### src/rtl/regbank_pkg.sv
// Shared types and address decode helper for the dual-host register bank.
package regbank_pkg;

   typedef enum logic [1:0] {IDLE, ACCESS, ACK} state_t;

   typedef enum logic {HOST_A, HOST_B} host_t;

   typedef enum logic [1:0] {CFG, STATUS, OOR} addr_class_t;

   // Classify a host address: config window first, status window next, rest out of range.
   function automatic addr_class_t addr_class(input logic [31:0] addr,
                                              input int unsigned num_cfg,
                                              input int unsigned num_status);
      addr_class_t cls;
      if (addr < num_cfg) begin
         cls = CFG;
      end else if (addr < num_cfg + num_status) begin
         cls = STATUS;
      end else begin
         cls = OOR;
      end
      return cls;
   endfunction

endpackage

### src/rtl/regbank_rr_arbiter.sv
// Two-host round-robin arbiter. Issues a one-hot grant (bit 0 = host A, bit 1 = host B)
// only while ena is high; on a tie the host that did not win last time is granted.
module regbank_rr_arbiter
   import regbank_pkg::*;
(
   input  logic       clk,
   input  logic       rstb,
   input  logic       ena,
   input  logic       a_req,
   input  logic       b_req,
   output logic [1:0] grant
);

   host_t last_grant_q;

   // Grant selection: single requester wins outright, ties go away from last_grant.
   always_comb begin
      grant = 2'b00;
      if (ena) begin
         if (a_req && b_req) begin
            grant = (last_grant_q == HOST_B) ? 2'b01 : 2'b10;
         end else if (a_req) begin
            grant = 2'b01;
         end else if (b_req) begin
            grant = 2'b10;
         end
      end
   end

   // Remember the most recent winner; reset to B so A wins the first tie.
   always_ff @(posedge clk or negedge rstb) begin
      if (!rstb) begin
         last_grant_q <= HOST_B;
      end else if (grant[0]) begin
         last_grant_q <= HOST_A;
      end else if (grant[1]) begin
         last_grant_q <= HOST_B;
      end
   end

endmodule

### src/rtl/dual_host_regbank.sv
// Dual-host register bank: config (R/W) and status (RO) registers shared by host A and
// host B through a round-robin arbiter and a three-state IDLE/ACCESS/ACK sequencer.
// Optional build macro REGBANK_STICKY_STATUS_EN turns status bits into sticky flops that
// are cleared by a read (set wins over clear); without it status reads sample live inputs.
module dual_host_regbank
   import regbank_pkg::*;
#(
   parameter int unsigned                    NUM_CFG     = 8,
   parameter int unsigned                    NUM_STATUS  = 8,
   parameter int unsigned                    REG_WIDTH   = 8,
   // 2**ADDR_W must cover NUM_CFG+NUM_STATUS, otherwise decode aliases.
   parameter int unsigned                    ADDR_W      = 8,
   parameter logic [NUM_CFG*REG_WIDTH-1:0]   CFG_RST_VAL = '0
) (
   input  logic                              clk,
   input  logic                              rstb,
   input  logic                              ena,
   input  logic                              a_req,
   input  logic                              a_wr_rdn,
   input  logic [ADDR_W-1:0]                 a_addr,
   input  logic [REG_WIDTH-1:0]              a_wdata,
   output logic                              a_ack,
   output logic [REG_WIDTH-1:0]              a_rdata,
   output logic                              a_err,
   input  logic                              b_req,
   input  logic                              b_wr_rdn,
   input  logic [ADDR_W-1:0]                 b_addr,
   input  logic [REG_WIDTH-1:0]              b_wdata,
   output logic                              b_ack,
   output logic [REG_WIDTH-1:0]              b_rdata,
   output logic                              b_err,
   output logic [NUM_CFG*REG_WIDTH-1:0]      config_regs,
   input  logic [NUM_STATUS*REG_WIDTH-1:0]   status_regs
);

   localparam int unsigned CfgBits  = NUM_CFG * REG_WIDTH;
   localparam int unsigned StatBits = NUM_STATUS * REG_WIDTH;

   state_t                 state_q, state_d;
   host_t                  host_q, host_d;
   logic                   wr_q, wr_d;
   logic [ADDR_W-1:0]      addr_q, addr_d;
   logic [REG_WIDTH-1:0]   wdata_q, wdata_d;
   logic [CfgBits-1:0]     cfg_q, cfg_d;
   logic                   a_ack_q, a_ack_d, b_ack_q, b_ack_d;
   logic                   a_err_q, a_err_d, b_err_q, b_err_d;
   logic [REG_WIDTH-1:0]   a_rdata_q, a_rdata_d, b_rdata_q, b_rdata_d;
   logic [1:0]             grant;
   logic                   arb_ena;
   addr_class_t            cls;
   logic [REG_WIDTH-1:0]   rd_val;
   logic [StatBits-1:0]    status_view;

   // New grants are only possible from IDLE, and only while the block is enabled.
   assign arb_ena = ena && (state_q == IDLE);

   regbank_rr_arbiter u_arbiter (
      .clk   (clk),
      .rstb  (rstb),
      .ena   (arb_ena),
      .a_req (a_req),
      .b_req (b_req),
      .grant (grant)
   );

   assign cls = addr_class(32'(addr_q), NUM_CFG, NUM_STATUS);

`ifdef REGBANK_STICKY_STATUS_EN
   logic [StatBits-1:0] sticky_q, sticky_d;

   // Accumulate status bits; a status read clears its register but a live 1 still sets.
   always_comb begin
      sticky_d = sticky_q | status_regs;
      if (state_q == ACCESS && !wr_q && cls == STATUS) begin
         for (int i = 0; i < NUM_STATUS; i++) begin
            if (addr_q == ADDR_W'(NUM_CFG + i)) begin
               sticky_d[i*REG_WIDTH +: REG_WIDTH] = status_regs[i*REG_WIDTH +: REG_WIDTH];
            end
         end
      end
   end

   // Sticky status storage.
   always_ff @(posedge clk or negedge rstb) begin
      if (!rstb) begin
         sticky_q <= '0;
      end else begin
         sticky_q <= sticky_d;
      end
   end

   assign status_view = sticky_q;
`else
   assign status_view = status_regs;
`endif

   // Read mux over the latched address; out-of-range addresses fall through to zero.
   always_comb begin
      rd_val = '0;
      for (int i = 0; i < NUM_CFG; i++) begin
         if (addr_q == ADDR_W'(i)) begin
            rd_val = cfg_q[i*REG_WIDTH +: REG_WIDTH];
         end
      end
      for (int i = 0; i < NUM_STATUS; i++) begin
         if (addr_q == ADDR_W'(NUM_CFG + i)) begin
            rd_val = status_view[i*REG_WIDTH +: REG_WIDTH];
         end
      end
   end

   // Sequencer next state plus request latching, write commit and response loading.
   always_comb begin
      state_d   = state_q;
      host_d    = host_q;
      wr_d      = wr_q;
      addr_d    = addr_q;
      wdata_d   = wdata_q;
      cfg_d     = cfg_q;
      a_ack_d   = 1'b0;
      b_ack_d   = 1'b0;
      a_err_d   = a_err_q;
      b_err_d   = b_err_q;
      a_rdata_d = a_rdata_q;
      b_rdata_d = b_rdata_q;
      unique case (state_q)
         IDLE: begin
            if (grant != 2'b00) begin
               host_d  = grant[1] ? HOST_B : HOST_A;
               wr_d    = grant[1] ? b_wr_rdn : a_wr_rdn;
               addr_d  = grant[1] ? b_addr : a_addr;
               wdata_d = grant[1] ? b_wdata : a_wdata;
               state_d = ACCESS;
            end
         end
         ACCESS: begin
            state_d = ACK;
            if (wr_q && cls == CFG) begin
               for (int i = 0; i < NUM_CFG; i++) begin
                  if (addr_q == ADDR_W'(i)) begin
                     cfg_d[i*REG_WIDTH +: REG_WIDTH] = wdata_q;
                  end
               end
            end
            // Only the granted host's response registers move.
            if (host_q == HOST_A) begin
               a_ack_d = 1'b1;
               a_err_d = (cls == OOR);
               if (!wr_q) begin
                  a_rdata_d = rd_val;
               end
            end else begin
               b_ack_d = 1'b1;
               b_err_d = (cls == OOR);
               if (!wr_q) begin
                  b_rdata_d = rd_val;
               end
            end
         end
         ACK: begin
            state_d = IDLE;
         end
         default: begin
            state_d = IDLE;
         end
      endcase
   end

   // State, latched request fields, config storage and host response registers.
   always_ff @(posedge clk or negedge rstb) begin
      if (!rstb) begin
         state_q   <= IDLE;
         host_q    <= HOST_A;
         wr_q      <= 1'b0;
         addr_q    <= '0;
         wdata_q   <= '0;
         cfg_q     <= CFG_RST_VAL;
         a_ack_q   <= 1'b0;
         b_ack_q   <= 1'b0;
         a_err_q   <= 1'b0;
         b_err_q   <= 1'b0;
         a_rdata_q <= '0;
         b_rdata_q <= '0;
      end else begin
         state_q   <= state_d;
         host_q    <= host_d;
         wr_q      <= wr_d;
         addr_q    <= addr_d;
         wdata_q   <= wdata_d;
         cfg_q     <= cfg_d;
         a_ack_q   <= a_ack_d;
         b_ack_q   <= b_ack_d;
         a_err_q   <= a_err_d;
         b_err_q   <= b_err_d;
         a_rdata_q <= a_rdata_d;
         b_rdata_q <= b_rdata_d;
      end
   end

   assign a_ack       = a_ack_q;
   assign b_ack       = b_ack_q;
   assign a_err       = a_err_q;
   assign b_err       = b_err_q;
   assign a_rdata     = a_rdata_q;
   assign b_rdata     = b_rdata_q;
   assign config_regs = cfg_q;

endmodule

### config.mk
export PLATFORM = sky130hd
export DESIGN_NAME = dual_host_regbank
export DESIGN_NICKNAME = d
export VERILOG_FILES = /design/src/rtl/regbank_pkg.sv /design/src/rtl/regbank_rr_arbiter.sv /design/src/rtl/dual_host_regbank.sv
export SDC_FILE = /design/constraint.sdc
export NUM_CORES = 1
export LEC_CHECK = 0
export BUFFER_PORTS_ARGS = -buffer_cell sky130_fd_sc_hd__buf_2
export CELL_PAD_IN_SITES_DETAIL_PLACEMENT = 0
export CELL_PAD_IN_SITES_GLOBAL_PLACEMENT = 2
export CORE_UTILIZATION = 31
export DETAILED_ROUTE_END_ITERATION = 12
export PLACE_DENSITY = 0.76
export SLEW_MARGIN = 5
export SYNTH_ARGS = -nofsm -noshare
export SYNTH_HDL_FRONTEND = slang
export SYNTH_HIERARCHICAL = 1
export SYNTH_SLANG_ARGS = --single-unit
### constraint.sdc
create_clock -name clk -period 2.89 [get_ports clk]
set_input_delay 0.1445 -clock clk [delete_from_list [all_inputs] [get_ports clk]]
set_output_delay 0.1445 -clock clk [all_outputs]
set_load 0.01 [all_outputs]
==> impl_table.tex <==
\begin{tabular}{lr}
\hline
Metric & Value \\
\hline
\multicolumn{2}{l}{\textbf{Synthesis}} \\
\quad Synth Cell Area & around 0.0057 mm\^{}2 \\
\quad Fraction of registers with async set or reset after synthesis & 100\% \\
\quad Sequential cell area fraction in the yosys report & roughly 47\% \\
\quad Top cell type by total area after synthesis & sky130\_fd\_sc\_hd\_\_dfrtp\_1 \\
\quad Net count after synthesis & between 600 and 700 \\
\quad Cell types with the highest counts after synthesis & 104 x sky130\_fd\_sc\_hd\_\_dfrtp\_1, 63 x sky130\_fd\_sc\_hd\_\_mux2\_2, 44 x sky130\_fd\_sc\_hd\_\_nor2\_1 \\
\quad Flip-flop and latch count after synthesis & approximately 110 \\
\quad Cells after Synth & 536 \\
\quad Leading post-synthesis cells by cell area & sky130\_fd\_sc\_hd\_\_dfrtp\_1 46\%, sky130\_fd\_sc\_hd\_\_mux2\_2 13\%, sky130\_fd\_sc\_hd\_\_mux2i\_1 5.0\% \\
\quad Number of distinct library cells after synthesis & 60 \\
\quad Yosys warns & 6 \\
\quad Mean Syn Cell Area & between 10 and 15 um\^{}2 \\
\quad Primary flip-flop cell chosen by synthesis mapping & sky130\_fd\_sc\_hd\_\_dfrtp\_1 \\
\quad Number of flops mapped to enable cells by yosys & 0 \\
\quad Post-synth top area share & 46.0\% \\
\quad Library cell with the highest instance count after synthesis & sky130\_fd\_sc\_hd\_\_dfrtp\_1 \\
\multicolumn{2}{l}{\textbf{STA}} \\
\quad Setup repair after global routing missed its margin & no \\
\quad Transition time at the pin with the least slew margin & 0.821 ns \\
\quad Max Freq & 412 MHz \\
\quad Final-report setup violation count & 0 \\
\quad Final-report hold violation count & 0 \\
\quad Total negative slack for setup checks & 0 ns \\
\quad Slew headroom & 45.3\% \\
\quad Worst clock skew on the final layout & between 0.01 and 0.015 ns \\
\quad Final min period & between 2 and 2.5 ns \\
\quad Part of the cycle the worst path needs & 84.0\% \\
\quad Final Slew Violations & 0 \\
\multicolumn{2}{l}{\textbf{Critical path}} \\
\quad Critical Path Source Type & flop \\
\quad CP Data Arrival Time & 2.71 ns \\
\quad Worst Setup End Kind & flop \\
\quad Critical path class & reg -> reg \\
\quad WP data required & approximately 3.2 ns \\
\quad Crit-path max FO & 21 \\
\multicolumn{2}{l}{\textbf{Pwr}} \\
\quad Worst vdd ir & 349 uV \\
\quad Leakage & 3.55 nW \\
\quad Power density normalized to cell area & 776 mW/mm\^{}2 \\
\multicolumn{2}{l}{\textbf{CTS}} \\
\quad Insertion delay of the later-clocked pin in the worst-skew pair & 0.36 ns \\
\quad CTS root buf & sky130\_fd\_sc\_hd\_\_clkbuf\_16 \\
\quad Total clock buffers created by CTS & 9 \\
\quad Clk pin slew, worst setup/hold paths & 0.08 ns \\
\quad CTS sink cnt & approximately 110 \\
\quad Post-cts gate resize count & 0 \\
\quad Number of buffers on the longest clock path & 2 \\
\quad Total number of H-tree levels & 3 \\
\quad Clock tree from TritonCTS & yes \\
\multicolumn{2}{l}{\textbf{Finish}} \\
\quad Nets@finish & 826 \\
\quad Layout Area Growth over Synthesis & 28.1\% \\
\quad Util after Layout & 40.4\% \\
\quad Fraction of layout cells with a size suffix above 1 & a little over two fifths \\
\quad Antenna cell count & 0 \\
\multicolumn{2}{l}{\textbf{Placement}} \\
\quad DP HPWL & 15.5 mm \\
\quad Global placer's final weighted congestion & 0.927 \\
\quad Number of buffer cells added on primary ports & $\sim$190 \\
\multicolumn{2}{l}{\textbf{GRT}} \\
\quad Total gr overflow & 0 \\
\quad First-pass GRT wire length & $\sim$30 mm \\
\quad Number of antenna violations at the first check in global routing & 0 \\
\quad Pin count of the biggest net entering global routing & 65 \\
\quad Via count of the first global-routing pass & 5045 \\
\quad Overall track demand over capacity in global routing & around 22\% \\
\multicolumn{2}{l}{\textbf{Die}} \\
\quad Site row count & 49 \\
\quad I/O pin cnt & 187 \\
\quad Die boundary height & between 100 and 150 um \\
\quad Floorplan Core Area & 0.0179 mm\^{}2 \\
\quad Initial standard-cell utilization of the core & between 30\% and 40\% \\
\quad Die Wd & roughly 140 um \\
\quad Overall die area & 0.0188 mm\^{}2 \\
\multicolumn{2}{l}{\textbf{Route}} \\
\quad Detailed Route Iter0 Violations & 321 \\
\quad Post-route DRC violation count & 0 \\
\quad Mean routed wirelength per cell & $\sim$21 um \\
\quad Wirelength, routed & roughly 20 mm \\
\quad DR vias & 5119 \\
\quad DR pass1 iterations & 7 \\
\quad Final ANT Viol Nets & 0 \\
\quad Average vias per placed instance & between 5 and 6 \\
\multicolumn{2}{l}{\textbf{Run}} \\
\quad Count of maximum capacitance violations & 0 \\
\multicolumn{2}{l}{\textbf{Worst hold path}} \\
\quad Hold crit path type & in -> reg \\
\multicolumn{2}{l}{\textbf{Run status}} \\
\quad Run status & complete, no violations \\
\hline
\end{tabular}
-- what timing repair did --
action / in CTS / in global routing
hold endpoints to repair: 40 / 0
hold buffers: 1 / 0
setup buffers: 0 / 0
-- power breakdown --
| part | total (mW) | internal, mW | switching, mW |
|---|---|---|---|
| Sequential | 2.31 | 1.76 | 0.552 |
| Combinational | 2.01 | 0.818 | 1.19 |
| Clock | 1.30 | 0.690 | 0.606 |
-- final timing paths --
check                                 from                endpoint  slack, ns  depth (start not counted)
worst max-delay path             addr_q[1]              a_rdata[3]       0.46                          6
worst min-delay path                 b_req  u_arbiter/last_grant_q       0.06                          3
worst max register to register   addr_q[1]              a_rdata[3]       0.46                          6
worst min register to register  a_rdata[2]              a_rdata[2]       0.49                          2
max in group asynchronous             rstb         config_regs[38]       1.81                          3
min in group asynchronous             rstb              wdata_q[2]       0.33                          2
-- cell usage in the layout, fill, tap and decap left out, drive strengths merged, types with 11 or more instances in the layout --
cell type,instances
o211ai,11
a21oi,28
nor2b,12
nand2b,14
mux2i,28
nand2,39
inv,11
dfrtp,104
mux2,71
nor2,46
buf,210
o21ai,24
nand3,13
-- cell families (layout without fill, tap and decap cells) --
| family | after synthesis | after routing | synth area share [%] |
|---|---|---|---|
| AO/OA/AOI/OAI | 119 | 119 | 14.4 |
| multiplexers | 102 | 102 | 20.3 |
| flip-flops | 105 | 105 | 46.5 |
| buffers and inverters | 42 | 234 | 3.25 |
| AND/OR/NAND/NOR | 168 | 168 | 15.5 |
-- per-stage QoR --
stage	worst slack [ns]	hold slack, ns	cells	total power, mW	area (um^2)
2_1_floorplan	0.648	-0.151	536	3.44	5650
3_3_place_gp	0.524	0.186	940	4.33	6920
3_5_place_dp	0.457	0.196	940	4.36	6920
4_1_cts	0.436	0.0499	957	5.66	7240
5_1_grt	0.233	0.0763	957	5.95	7240
6_report	0.462	0.0633	957	5.62	7240
-- state kept, by name (all words and copies together) (netlist names), 2 cells and up --
signal,flops
wdata_q,8
addr_q,8
state_q,2
b_rdata,8
a_rdata,8
config_regs,64
-- final cells by class --
type                            count  area (um^2)
Fill cell                        1809        10700
Tap cell                          229          287
Multi-Input combinational cell    389         2850
Inverter                            7         26.3
Timing Repair Buffer              211         1140
Sequential cell                   105         2630
Clock buffer                        9          225
Clock inverter                      7         83.8
-- critical path, cell delays in order (launching register included) --
cell and delay (ns):
sky130_fd_sc_hd__dfrtp_1 0.88, sky130_fd_sc_hd__buf_4 0.33, sky130_fd_sc_hd__nor2b_1 0.44, sky130_fd_sc_hd__a32oi_1 0.17, sky130_fd_sc_hd__o2111ai_1 0.16, sky130_fd_sc_hd__a32oi_1 0.16, sky130_fd_sc_hd__a31oi_1 0.20
-- per-layer routing --
| metal | GRT usage (%) | wire, um | part of all wire (%) | vias up |
|---|---|---|---|---|
| met3 | 4.74 | 1540 | 7.6 | 22 |
| met1 | 29.4 | 8930 | 44 | 2520 |
| li1 | - | - | - | 2363 |
| met2 | 35.4 | 9390 | 47 | 214 |
| met5 | 0 | 0 | 0 | - |
| met4 | 5.56 | 320 | 1.6 | 0 |
Power figures use the tool's default switching activity.
